**src/rtl/i2c_slave_ctrl.sv**
```systemverilog
// I2C target byte engine: filtered SCL/SDA sampling, START/STOP detection,
// 7-bit address match with ACK, byte delivery on writes and byte fetch on reads.
module i2c_slave_ctrl #(
  parameter logic [6:0] SLAVE_ADDR = 7'h50,
  parameter int         GLITCH_LEN = 3
) (
  input  logic       wb_clk_i,
  input  logic       arst_i,
  input  logic       scl_pad_i,
  input  logic       sda_pad_i,
  output logic       scl_pad_o,
  output logic       scl_padoen_o,
  output logic       sda_pad_o,
  output logic       sda_padoen_o,
  output logic [7:0] rx_data,
  output logic       rx_valid,
  input  logic [7:0] tx_data,
  output logic       tx_req,
  output logic       nack_rcvd,
  output logic       rw,
  output logic       busy,
  output logic       start_det,
  output logic       stop_det
);

  localparam int CW = $clog2(GLITCH_LEN + 1);
  localparam logic [CW-1:0] GL_M1 = CW'(GLITCH_LEN - 1);

  typedef enum logic [2:0] {
    S_IDLE, S_ADDR, S_ADDR_ACK, S_WRITE, S_WRITE_ACK, S_READ, S_READ_ACK
  } state_t;

  logic          scl_s1_q, scl_s2_q, sda_s1_q, sda_s2_q;
  logic          scl_f_q, scl_f_d, sda_f_q, sda_f_d;
  logic          scl_p_q, sda_p_q;
  logic [CW-1:0] scl_cnt_q, scl_cnt_d, sda_cnt_q, sda_cnt_d;

  state_t        state_q, state_d;
  logic [2:0]    bit_cnt_q, bit_cnt_d;
  logic [7:0]    shift_q, shift_d;
  logic          done_q, done_d;
  logic          mack_q, mack_d;
  logic          rw_q, rw_d;
  logic          busy_q, busy_d;
  logic          oen_q, oen_d;
  logic [7:0]    rx_data_q, rx_data_d;
  logic          rx_valid_q, rx_valid_d;
  logic          tx_req_q, tx_req_d;
  logic          nack_q, nack_d;
  logic          start_q, start_d;
  logic          stop_q, stop_d;

  logic scl_rise, scl_fall, sda_rise, sda_fall, start_ev, stop_ev;

  // A filtered level only follows the synchronized pad after GLITCH_LEN
  // consecutive differing samples; any agreeing sample restarts the count.
  always_comb begin
    scl_f_d   = scl_f_q;
    scl_cnt_d = '0;
    if (scl_s2_q != scl_f_q) begin
      if (scl_cnt_q == GL_M1) scl_f_d = scl_s2_q;
      else                    scl_cnt_d = scl_cnt_q + 1'b1;
    end
    sda_f_d   = sda_f_q;
    sda_cnt_d = '0;
    if (sda_s2_q != sda_f_q) begin
      if (sda_cnt_q == GL_M1) sda_f_d = sda_s2_q;
      else                    sda_cnt_d = sda_cnt_q + 1'b1;
    end
  end

  assign scl_rise = scl_f_q & ~scl_p_q;
  assign scl_fall = ~scl_f_q & scl_p_q;
  assign sda_rise = sda_f_q & ~sda_p_q;
  assign sda_fall = ~sda_f_q & sda_p_q;
  assign start_ev = sda_fall & scl_f_q;
  assign stop_ev  = sda_rise & scl_f_q;

  // Read handshake: tx_req pulses once per byte; local logic must hold the
  // byte on tx_data from that pulse until the following SCL fall loads it.
  always_comb begin
    state_d    = state_q;
    bit_cnt_d  = bit_cnt_q;
    shift_d    = shift_q;
    done_d     = done_q;
    mack_d     = mack_q;
    rw_d       = rw_q;
    busy_d     = busy_q;
    oen_d      = oen_q;
    rx_data_d  = rx_data_q;
    rx_valid_d = 1'b0;
    tx_req_d   = 1'b0;
    nack_d     = 1'b0;
    start_d    = start_ev;
    stop_d     = stop_ev;
    if (stop_ev) begin
      state_d = S_IDLE;
      oen_d   = 1'b1;
      busy_d  = 1'b0;
      done_d  = 1'b0;
    end else if (start_ev) begin
      state_d   = S_ADDR;
      bit_cnt_d = 3'd0;
      done_d    = 1'b0;
      oen_d     = 1'b1;
    end else begin
      case (state_q)
        S_ADDR, S_WRITE: begin
          if (scl_rise) begin
            shift_d   = {shift_q[6:0], sda_f_q};
            bit_cnt_d = bit_cnt_q + 3'd1;
            if (bit_cnt_q == 3'd7) done_d = 1'b1;
          end else if (scl_fall && done_q) begin
            done_d = 1'b0;
            if (state_q == S_WRITE) begin
              rx_data_d  = shift_q;
              rx_valid_d = 1'b1;
              oen_d      = 1'b0;
              state_d    = S_WRITE_ACK;
            end else if (shift_q[7:1] == SLAVE_ADDR && shift_q[7:1] != 7'd0) begin
              rw_d    = shift_q[0];
              busy_d  = 1'b1;
              oen_d   = 1'b0;
              state_d = S_ADDR_ACK;
            end else begin
              busy_d  = 1'b0;
              oen_d   = 1'b1;
              state_d = S_IDLE;
            end
          end
        end
        S_ADDR_ACK: begin
          if (scl_rise) begin
            tx_req_d = rw_q;
          end else if (scl_fall) begin
            oen_d   = 1'b1;
            state_d = S_WRITE;
            if (rw_q) begin
              shift_d = tx_data;
              oen_d   = tx_data[7];
              state_d = S_READ;
            end
          end
        end
        S_WRITE_ACK: begin
          if (scl_fall) begin
            oen_d   = 1'b1;
            state_d = S_WRITE;
          end
        end
        S_READ: begin
          if (scl_rise) begin
            bit_cnt_d = bit_cnt_q + 3'd1;
            if (bit_cnt_q == 3'd7) done_d = 1'b1;
          end else if (scl_fall) begin
            if (done_q) begin
              done_d  = 1'b0;
              oen_d   = 1'b1;
              state_d = S_READ_ACK;
            end else begin
              shift_d = {shift_q[6:0], 1'b0};
              oen_d   = shift_q[6];
            end
          end
        end
        S_READ_ACK: begin
          if (scl_rise) begin
            mack_d   = ~sda_f_q;
            tx_req_d = ~sda_f_q;
            nack_d   = sda_f_q;
          end else if (scl_fall) begin
            if (mack_q) begin
              shift_d = tx_data;
              oen_d   = tx_data[7];
              state_d = S_READ;
            end else begin
              state_d = S_IDLE;
            end
          end
        end
        default: state_d = S_IDLE;
      endcase
    end
  end

  always_ff @(posedge wb_clk_i or negedge arst_i) begin
    if (!arst_i) begin
      scl_s1_q   <= 1'b1;
      scl_s2_q   <= 1'b1;
      sda_s1_q   <= 1'b1;
      sda_s2_q   <= 1'b1;
      scl_f_q    <= 1'b1;
      sda_f_q    <= 1'b1;
      scl_p_q    <= 1'b1;
      sda_p_q    <= 1'b1;
      scl_cnt_q  <= '0;
      sda_cnt_q  <= '0;
      state_q    <= S_IDLE;
      bit_cnt_q  <= 3'd0;
      shift_q    <= 8'd0;
      done_q     <= 1'b0;
      mack_q     <= 1'b0;
      rw_q       <= 1'b0;
      busy_q     <= 1'b0;
      oen_q      <= 1'b1;
      rx_data_q  <= 8'd0;
      rx_valid_q <= 1'b0;
      tx_req_q   <= 1'b0;
      nack_q     <= 1'b0;
      start_q    <= 1'b0;
      stop_q     <= 1'b0;
    end else begin
      scl_s1_q   <= scl_pad_i;
      scl_s2_q   <= scl_s1_q;
      sda_s1_q   <= sda_pad_i;
      sda_s2_q   <= sda_s1_q;
      scl_f_q    <= scl_f_d;
      sda_f_q    <= sda_f_d;
      scl_p_q    <= scl_f_q;
      sda_p_q    <= sda_f_q;
      scl_cnt_q  <= scl_cnt_d;
      sda_cnt_q  <= sda_cnt_d;
      state_q    <= state_d;
      bit_cnt_q  <= bit_cnt_d;
      shift_q    <= shift_d;
      done_q     <= done_d;
      mack_q     <= mack_d;
      rw_q       <= rw_d;
      busy_q     <= busy_d;
      oen_q      <= oen_d;
      rx_data_q  <= rx_data_d;
      rx_valid_q <= rx_valid_d;
      tx_req_q   <= tx_req_d;
      nack_q     <= nack_d;
      start_q    <= start_d;
      stop_q     <= stop_d;
    end
  end

  assign scl_pad_o    = 1'b0;
  assign scl_padoen_o = 1'b1;
  assign sda_pad_o    = 1'b0;
  assign sda_padoen_o = oen_q;
  assign rx_data      = rx_data_q;
  assign rx_valid     = rx_valid_q;
  assign tx_req       = tx_req_q;
  assign nack_rcvd    = nack_q;
  assign rw           = rw_q;
  assign busy         = busy_q;
  assign start_det    = start_q;
  assign stop_det     = stop_q;

endmodule

```
**config.mk**
```make
export PLATFORM = sky130hd
export DESIGN_NAME = i2c_slave_ctrl
export DESIGN_NICKNAME = d
export VERILOG_FILES = /design/src/rtl/i2c_slave_ctrl.sv
export SDC_FILE = /design/constraint.sdc
export NUM_CORES = 1
export LEC_CHECK = 0
export CORE_MARGIN = 5
export CORE_UTILIZATION = 25
export DETAILED_ROUTE_END_ITERATION = 7
export PLACE_DENSITY_LB_ADDON = 0.08
export SLEW_MARGIN = 20
export SYNTH_ARGS = -nofsm -noshare
export SYNTH_HDL_FRONTEND = slang
export SYNTH_SLANG_ARGS = --single-unit
```
**constraint.sdc**
```tcl
create_clock -name wb_clk_i -period 2.2 [get_ports wb_clk_i]
set_clock_uncertainty 0.15 [all_clocks]
set_input_delay 0.22 -clock wb_clk_i [delete_from_list [all_inputs] [get_ports wb_clk_i]]
set_output_delay 0.22 -clock wb_clk_i [all_outputs]
set_load 0.03 [all_outputs]
```
==> flow_summary.html <==
<table>
<tr><th>Metric</th><th>Value</th></tr>
<tr><th colspan="2">Run status</th></tr>
<tr><td>Status</td><td>complete, no violations</td></tr>
<tr><th colspan="2">Synth</th></tr>
<tr><td>Post-synthesis async set-or-reset flop share</td><td>100%</td></tr>
<tr><td>Primary flip-flop cell chosen by synthesis mapping</td><td>sky130_fd_sc_hd__dfrtp_1</td></tr>
<tr><td>Gate count of the mapped netlist</td><td>202</td></tr>
<tr><td>Count of cell types in the netlist</td><td>between 50 and 60</td></tr>
<tr><td>Area fraction of the dominant cell type after synthesis</td><td>39.8%</td></tr>
<tr><td>Yosys top cell by area</td><td>sky130_fd_sc_hd__dfrtp_1</td></tr>
<tr><td>Number of flops mapped to enable cells by yosys</td><td>0</td></tr>
<tr><td>Area of the mapped netlist</td><td>2200 um^2</td></tr>
<tr><td>Flop and latch count out of synthesis</td><td>44</td></tr>
<tr><td>Synth top area cells</td><td>sky130_fd_sc_hd__dfrtp_1 40%, sky130_fd_sc_hd__dfstp_2 11%, sky130_fd_sc_hd__mux2_2 9.2%</td></tr>
<tr><td>Count of warnings emitted by yosys</td><td>0</td></tr>
<tr><td>Sequential fraction of the synthesis area</td><td>between 50% and 60%</td></tr>
<tr><td>Post-Synthesis Mean Instance Area</td><td>10.9 um^2</td></tr>
<tr><th colspan="2">Drt</th></tr>
<tr><td>Via density per instance</td><td>4.57</td></tr>
<tr><td>Total length of routed wires</td><td>about 5600 um</td></tr>
<tr><td>Routed wire length per instance</td><td>15.4 um</td></tr>
<tr><td>DRC viols</td><td>0</td></tr>
<tr><td>DR vias</td><td>roughly 1700</td></tr>
<tr><td>Final ANT Viol Nets</td><td>0</td></tr>
<tr><td>First-pass iteration count of the detailed router</td><td>4</td></tr>
<tr><td>Initial detailed-routing violation count</td><td>142</td></tr>
<tr><th colspan="2">Pwr</th></tr>
<tr><td>Maximum vdd ir drop</td><td>~0.35 mV</td></tr>
<tr><td>Leakage power total</td><td>around 0.0013 uW</td></tr>
<tr><td>Power Dens Cells</td><td>around 860 nW/um^2</td></tr>
<tr><th colspan="2">Worst setup path</th></tr>
<tr><td>Series of cell instances along the critical path</td><td>inv_2, ha_4, nor2b_4, nand3_2, or4_4, mux2_4</td></tr>
<tr><td>Type of destination of the critical path</td><td>register</td></tr>
<tr><td>Kind of cell with the highest combined delay on the critical path</td><td>simple AND/OR/NAND/NOR gates</td></tr>
<tr><td>Worst Reg2Reg Path Length in Cells</td><td>6</td></tr>
<tr><td>Max FO, Critical Path</td><td>5</td></tr>
<tr><td>Stage delay of the slowest cell on the critical path</td><td>around 0.55 ns</td></tr>
<tr><td>Required time reported for the critical path endpoint</td><td>2.23 ns</td></tr>
<tr><td>Slowest library cell on the worst path</td><td>sky130_fd_sc_hd__dfstp_2</td></tr>
<tr><td>Worst r2r dst</td><td>rw</td></tr>
<tr><td>Buffer and inverter count on the worst path</td><td>1</td></tr>
<tr><td>Reg-to-reg setup timing slack</td><td>0.02 ns</td></tr>
<tr><td>Reg-to-reg critical path startpoint</td><td>scl_p_q</td></tr>
<tr><td>Crit path kind</td><td>register to register</td></tr>
<tr><td>Critical Path Source Type</td><td>register</td></tr>
<tr><td>CP arrival</td><td>2.21 ns</td></tr>
<tr><th colspan="2">STA</th></tr>
<tr><td>Final Max Tran Viols</td><td>0</td></tr>
<tr><td>Rel. slew slack</td><td>61.4%</td></tr>
<tr><td>Highest clock rate</td><td>around 460 MHz</td></tr>
<tr><td>Final worst path period share</td><td>between 90% and 100%</td></tr>
<tr><td>Number of hold violations in the final report</td><td>0</td></tr>
<tr><td>RSZ-0062 raised after global routing</td><td>yes</td></tr>
<tr><td>Min cycle time layout</td><td>2.18 ns</td></tr>
<tr><td>Tightest Pin Transition</td><td>0.579 ns</td></tr>
<tr><td>Setup Viol. Count Final</td><td>0</td></tr>
<tr><th colspan="2">Min path</th></tr>
<tr><td>Worst min path class</td><td>primary input to register</td></tr>
<tr><td>Worst hold path endpoint</td><td>sda_s1_q</td></tr>
<tr><td>Hold path start</td><td>sda_pad_i</td></tr>
<tr><td>Hold path cells</td><td>1</td></tr>
<tr><th colspan="2">Floorplan</th></tr>
<tr><td>Effective utilization at floorplan</td><td>25.5%</td></tr>
<tr><td>Count of standard-cell rows</td><td>34</td></tr>
<tr><td>Die Width</td><td>104 um</td></tr>
<tr><td>Die outline height</td><td>104 um</td></tr>
<tr><td>I/O pin cnt</td><td>31</td></tr>
<tr><td>Core ar.</td><td>around 8600 um^2</td></tr>
<tr><td>Floorplan die area</td><td>10800 um^2</td></tr>
<tr><th colspan="2">Placed design</th></tr>
<tr><td>Last weighted congestion value of the routability-driven placer</td><td>just under 0.8</td></tr>
<tr><td>Number of port buffers</td><td>27</td></tr>
<tr><td>Final HPWL DP</td><td>just over 4000 um</td></tr>
<tr><td>Cell area reported after detailed placement</td><td>between 2000 and 3000 um^2</td></tr>
<tr><th colspan="2">Global routing</th></tr>
<tr><td>Global-route wire length before repair</td><td>9310 um</td></tr>
<tr><td>Maximum number of pins on one net before global-route repair</td><td>45</td></tr>
<tr><td>Grt total ovfl</td><td>0</td></tr>
<tr><td>Gr usage total</td><td>10.6%</td></tr>
<tr><td>Number of antenna violations at the first check in global routing</td><td>0</td></tr>
<tr><td>Number of global-route vias before repair</td><td>about 1700</td></tr>
<tr><th colspan="2">CTS</th></tr>
<tr><td>CTS tree</td><td>done</td></tr>
<tr><td>Clock latency reported for the late side of the worst-skew pair</td><td>0.30 ns</td></tr>
<tr><td>Number of buffers added for setup after CTS</td><td>0</td></tr>
<tr><td>Clock slew seen by the registers of the worst setup and hold paths</td><td>0.08 ns</td></tr>
<tr><td>Number of clock buffers inserted by TritonCTS</td><td>5</td></tr>
<tr><td>Total number of clock tree sinks</td><td>between 40 and 50</td></tr>
<tr><td>Root buffer cell</td><td>sky130_fd_sc_hd__clkbuf_8</td></tr>
<tr><td>Maximum level of the CTS H-tree</td><td>2</td></tr>
<tr><td>Deepest clock path buffer count</td><td>2</td></tr>
<tr><th colspan="2">Cells and area</th></tr>
<tr><td>Fill cells</td><td>878</td></tr>
<tr><td>Utilization after layout</td><td>34.3%</td></tr>
<tr><td>Ant. Diodes</td><td>0</td></tr>
<tr><td>NumNets Final</td><td>271</td></tr>
<tr><td>Layout-stage area growth over the synthesis result</td><td>34.5%</td></tr>
<tr><td>Summed area of non-filler cells in the final layout</td><td>roughly 3000 um^2</td></tr>
<tr><td>Share of layout cells above drive strength 1</td><td>roughly 31%</td></tr>
<tr><th colspan="2">Flow run</th></tr>
<tr><td>Max_cap viols</td><td>0</td></tr>
</table>
flip-flops by register name, summed over array words and instances, names as in the netlist, 2 cells and up:
register,cells
sda_cnt_q,2
state_q,3
scl_cnt_q,2
rx_data,8
shift_q,8
bit_cnt_q,3
metal layers:
layer / GRT usage, % / share of wire [%] / vias up
met1: 15.0 / 50 / 815
met5: 0 / 0 / -
met4: 3.33 / 1.1 / 0
li1: - / - / 822
met3: 2.30 / 2.9 / 4
met2: 16.1 / 46 / 23
per-stage QoR:
| stage | instances | total power (uW) | hold slack [ns] | TNS [ns] | worst slack, ns |
|---|---|---|---|---|---|
| 6_report | 364 | 2530 | 0.167 | 0 | 0.0193 |
| 4_1_cts | 364 | 2530 | 0.157 | 0 | 0.00246 |
| 3_3_place_gp | 355 | 1950 | 0.196 | -0.0116 | -0.00262 |
| 2_1_floorplan | 203 | 1570 | -0.226 | -0.349 | -0.0402 |
| 5_1_grt | 364 | 2720 | 0.167 | -0.233 | -0.0402 |
| 3_5_place_dp | 355 | 1940 | 0.197 | -0.253 | -0.0366 |
placed cells by master (no fill, tap or decap), drive strengths merged, types with 6 or more instances in the layout:
cell	count
a21oi	9
dfstp	9
clkbuf	7
o21ai	7
nor2b	6
nor2	7
inv	10
buf	29
clkdlybuf4s50	26
nand2	28
dfrtp	35
mux2	19
synthesized netlist by cell type (2+ instances only):
| library cell | number |
|---|---|
| sky130_fd_sc_hd__a21o_1 | 2 |
| sky130_fd_sc_hd__a21oi_1 | 9 |
| sky130_fd_sc_hd__a221oi_1 | 2 |
| sky130_fd_sc_hd__a31o_2 | 2 |
| sky130_fd_sc_hd__a31oi_1 | 2 |
| sky130_fd_sc_hd__buf_1 | 2 |
| sky130_fd_sc_hd__buf_2 | 3 |
| sky130_fd_sc_hd__buf_4 | 3 |
| sky130_fd_sc_hd__clkbuf_1 | 3 |
| sky130_fd_sc_hd__conb_1 | 2 |
| sky130_fd_sc_hd__dfrtp_1 | 35 |
| sky130_fd_sc_hd__dfstp_2 | 9 |
| sky130_fd_sc_hd__ha_1 | 4 |
| sky130_fd_sc_hd__inv_1 | 10 |
| sky130_fd_sc_hd__mux2_2 | 18 |
| sky130_fd_sc_hd__mux2i_1 | 3 |
| sky130_fd_sc_hd__nand2_1 | 28 |
| sky130_fd_sc_hd__nand2b_1 | 4 |
| sky130_fd_sc_hd__nand3_1 | 4 |
| sky130_fd_sc_hd__nor2_1 | 7 |
| sky130_fd_sc_hd__nor2b_1 | 5 |
| sky130_fd_sc_hd__nor3_1 | 4 |
| sky130_fd_sc_hd__o21ai_0 | 7 |
| sky130_fd_sc_hd__o221ai_1 | 3 |
| sky130_fd_sc_hd__o22ai_1 | 2 |
| sky130_fd_sc_hd__o31ai_1 | 2 |
| sky130_fd_sc_hd__xnor2_1 | 3 |
report_power, final:
group	switching, uW	internal, uW
logic	461	451
clock network	282	256
registers	117	965
worst register-to-register path, stage by stage, from the launching register on:
cell and delay [ns]:
sky130_fd_sc_hd__dfstp_2 0.55, sky130_fd_sc_hd__inv_2 0.04, sky130_fd_sc_hd__ha_4 0.17, sky130_fd_sc_hd__nor2b_4 0.20, sky130_fd_sc_hd__nand3_2 0.14, sky130_fd_sc_hd__or4_4 0.52
sky130_fd_sc_hd__mux2_4 0.31
repair_timing:
action | in CTS | in global routing
cloned | 0 | 0
pin swaps | 1 | 3
setup endpoints to repair | 9 | 9
gates resized for setup | 5 | 9
hold buffers | 1 | 0
hold endpoints to repair | 35 | 0
cells by family after synthesis:
| family | after synthesis | share of synthesized area [%] |
|---|---|---|
| and+or+nand+nor | 64 | 15.8 |
| DFF | 44 | 50.6 |
| AOI/OAI and AO/OA | 42 | 14.3 |
| muxes | 22 | 11.3 |
| buffers and inverters | 21 | 4.27 |
| adders and majority gates | 4 | 2.28 |
| xor gates and xnor gates | 3 | 1.19 |
| other | 2 | 0.341 |
how the worst max path moves through the flow:
stage	slack [ns]	depth (start not counted)	from	endpoint
global placement	-0.003	7	scl_p_q	shift_q[3]
floorplan	-0.04	7	scl_p_q	shift_q[0]
detailed placement	-0.04	7	scl_p_q	shift_q[7]
global route	-0.04	7	scl_p_q	shift_q[7]
CTS	0.002	7	scl_p_q	shift_q[2]
finish	0.02	6	scl_p_q	rw
cell type report:
type / count / area, um^2 / area share [%]
clock inverters: 1 / 7.51 / 0.254
inverters: 10 / 37.5 / 1.27
well taps: 108 / 135 / 4.57
repair buffers: 56 / 510 / 17.3
multi-input cells: 138 / 1070 / 36.2
clock buffers: 7 / 86.3 / 2.92
flip-flops and latches: 44 / 1110 / 37.6
Power figures use the tool's default switching activity.
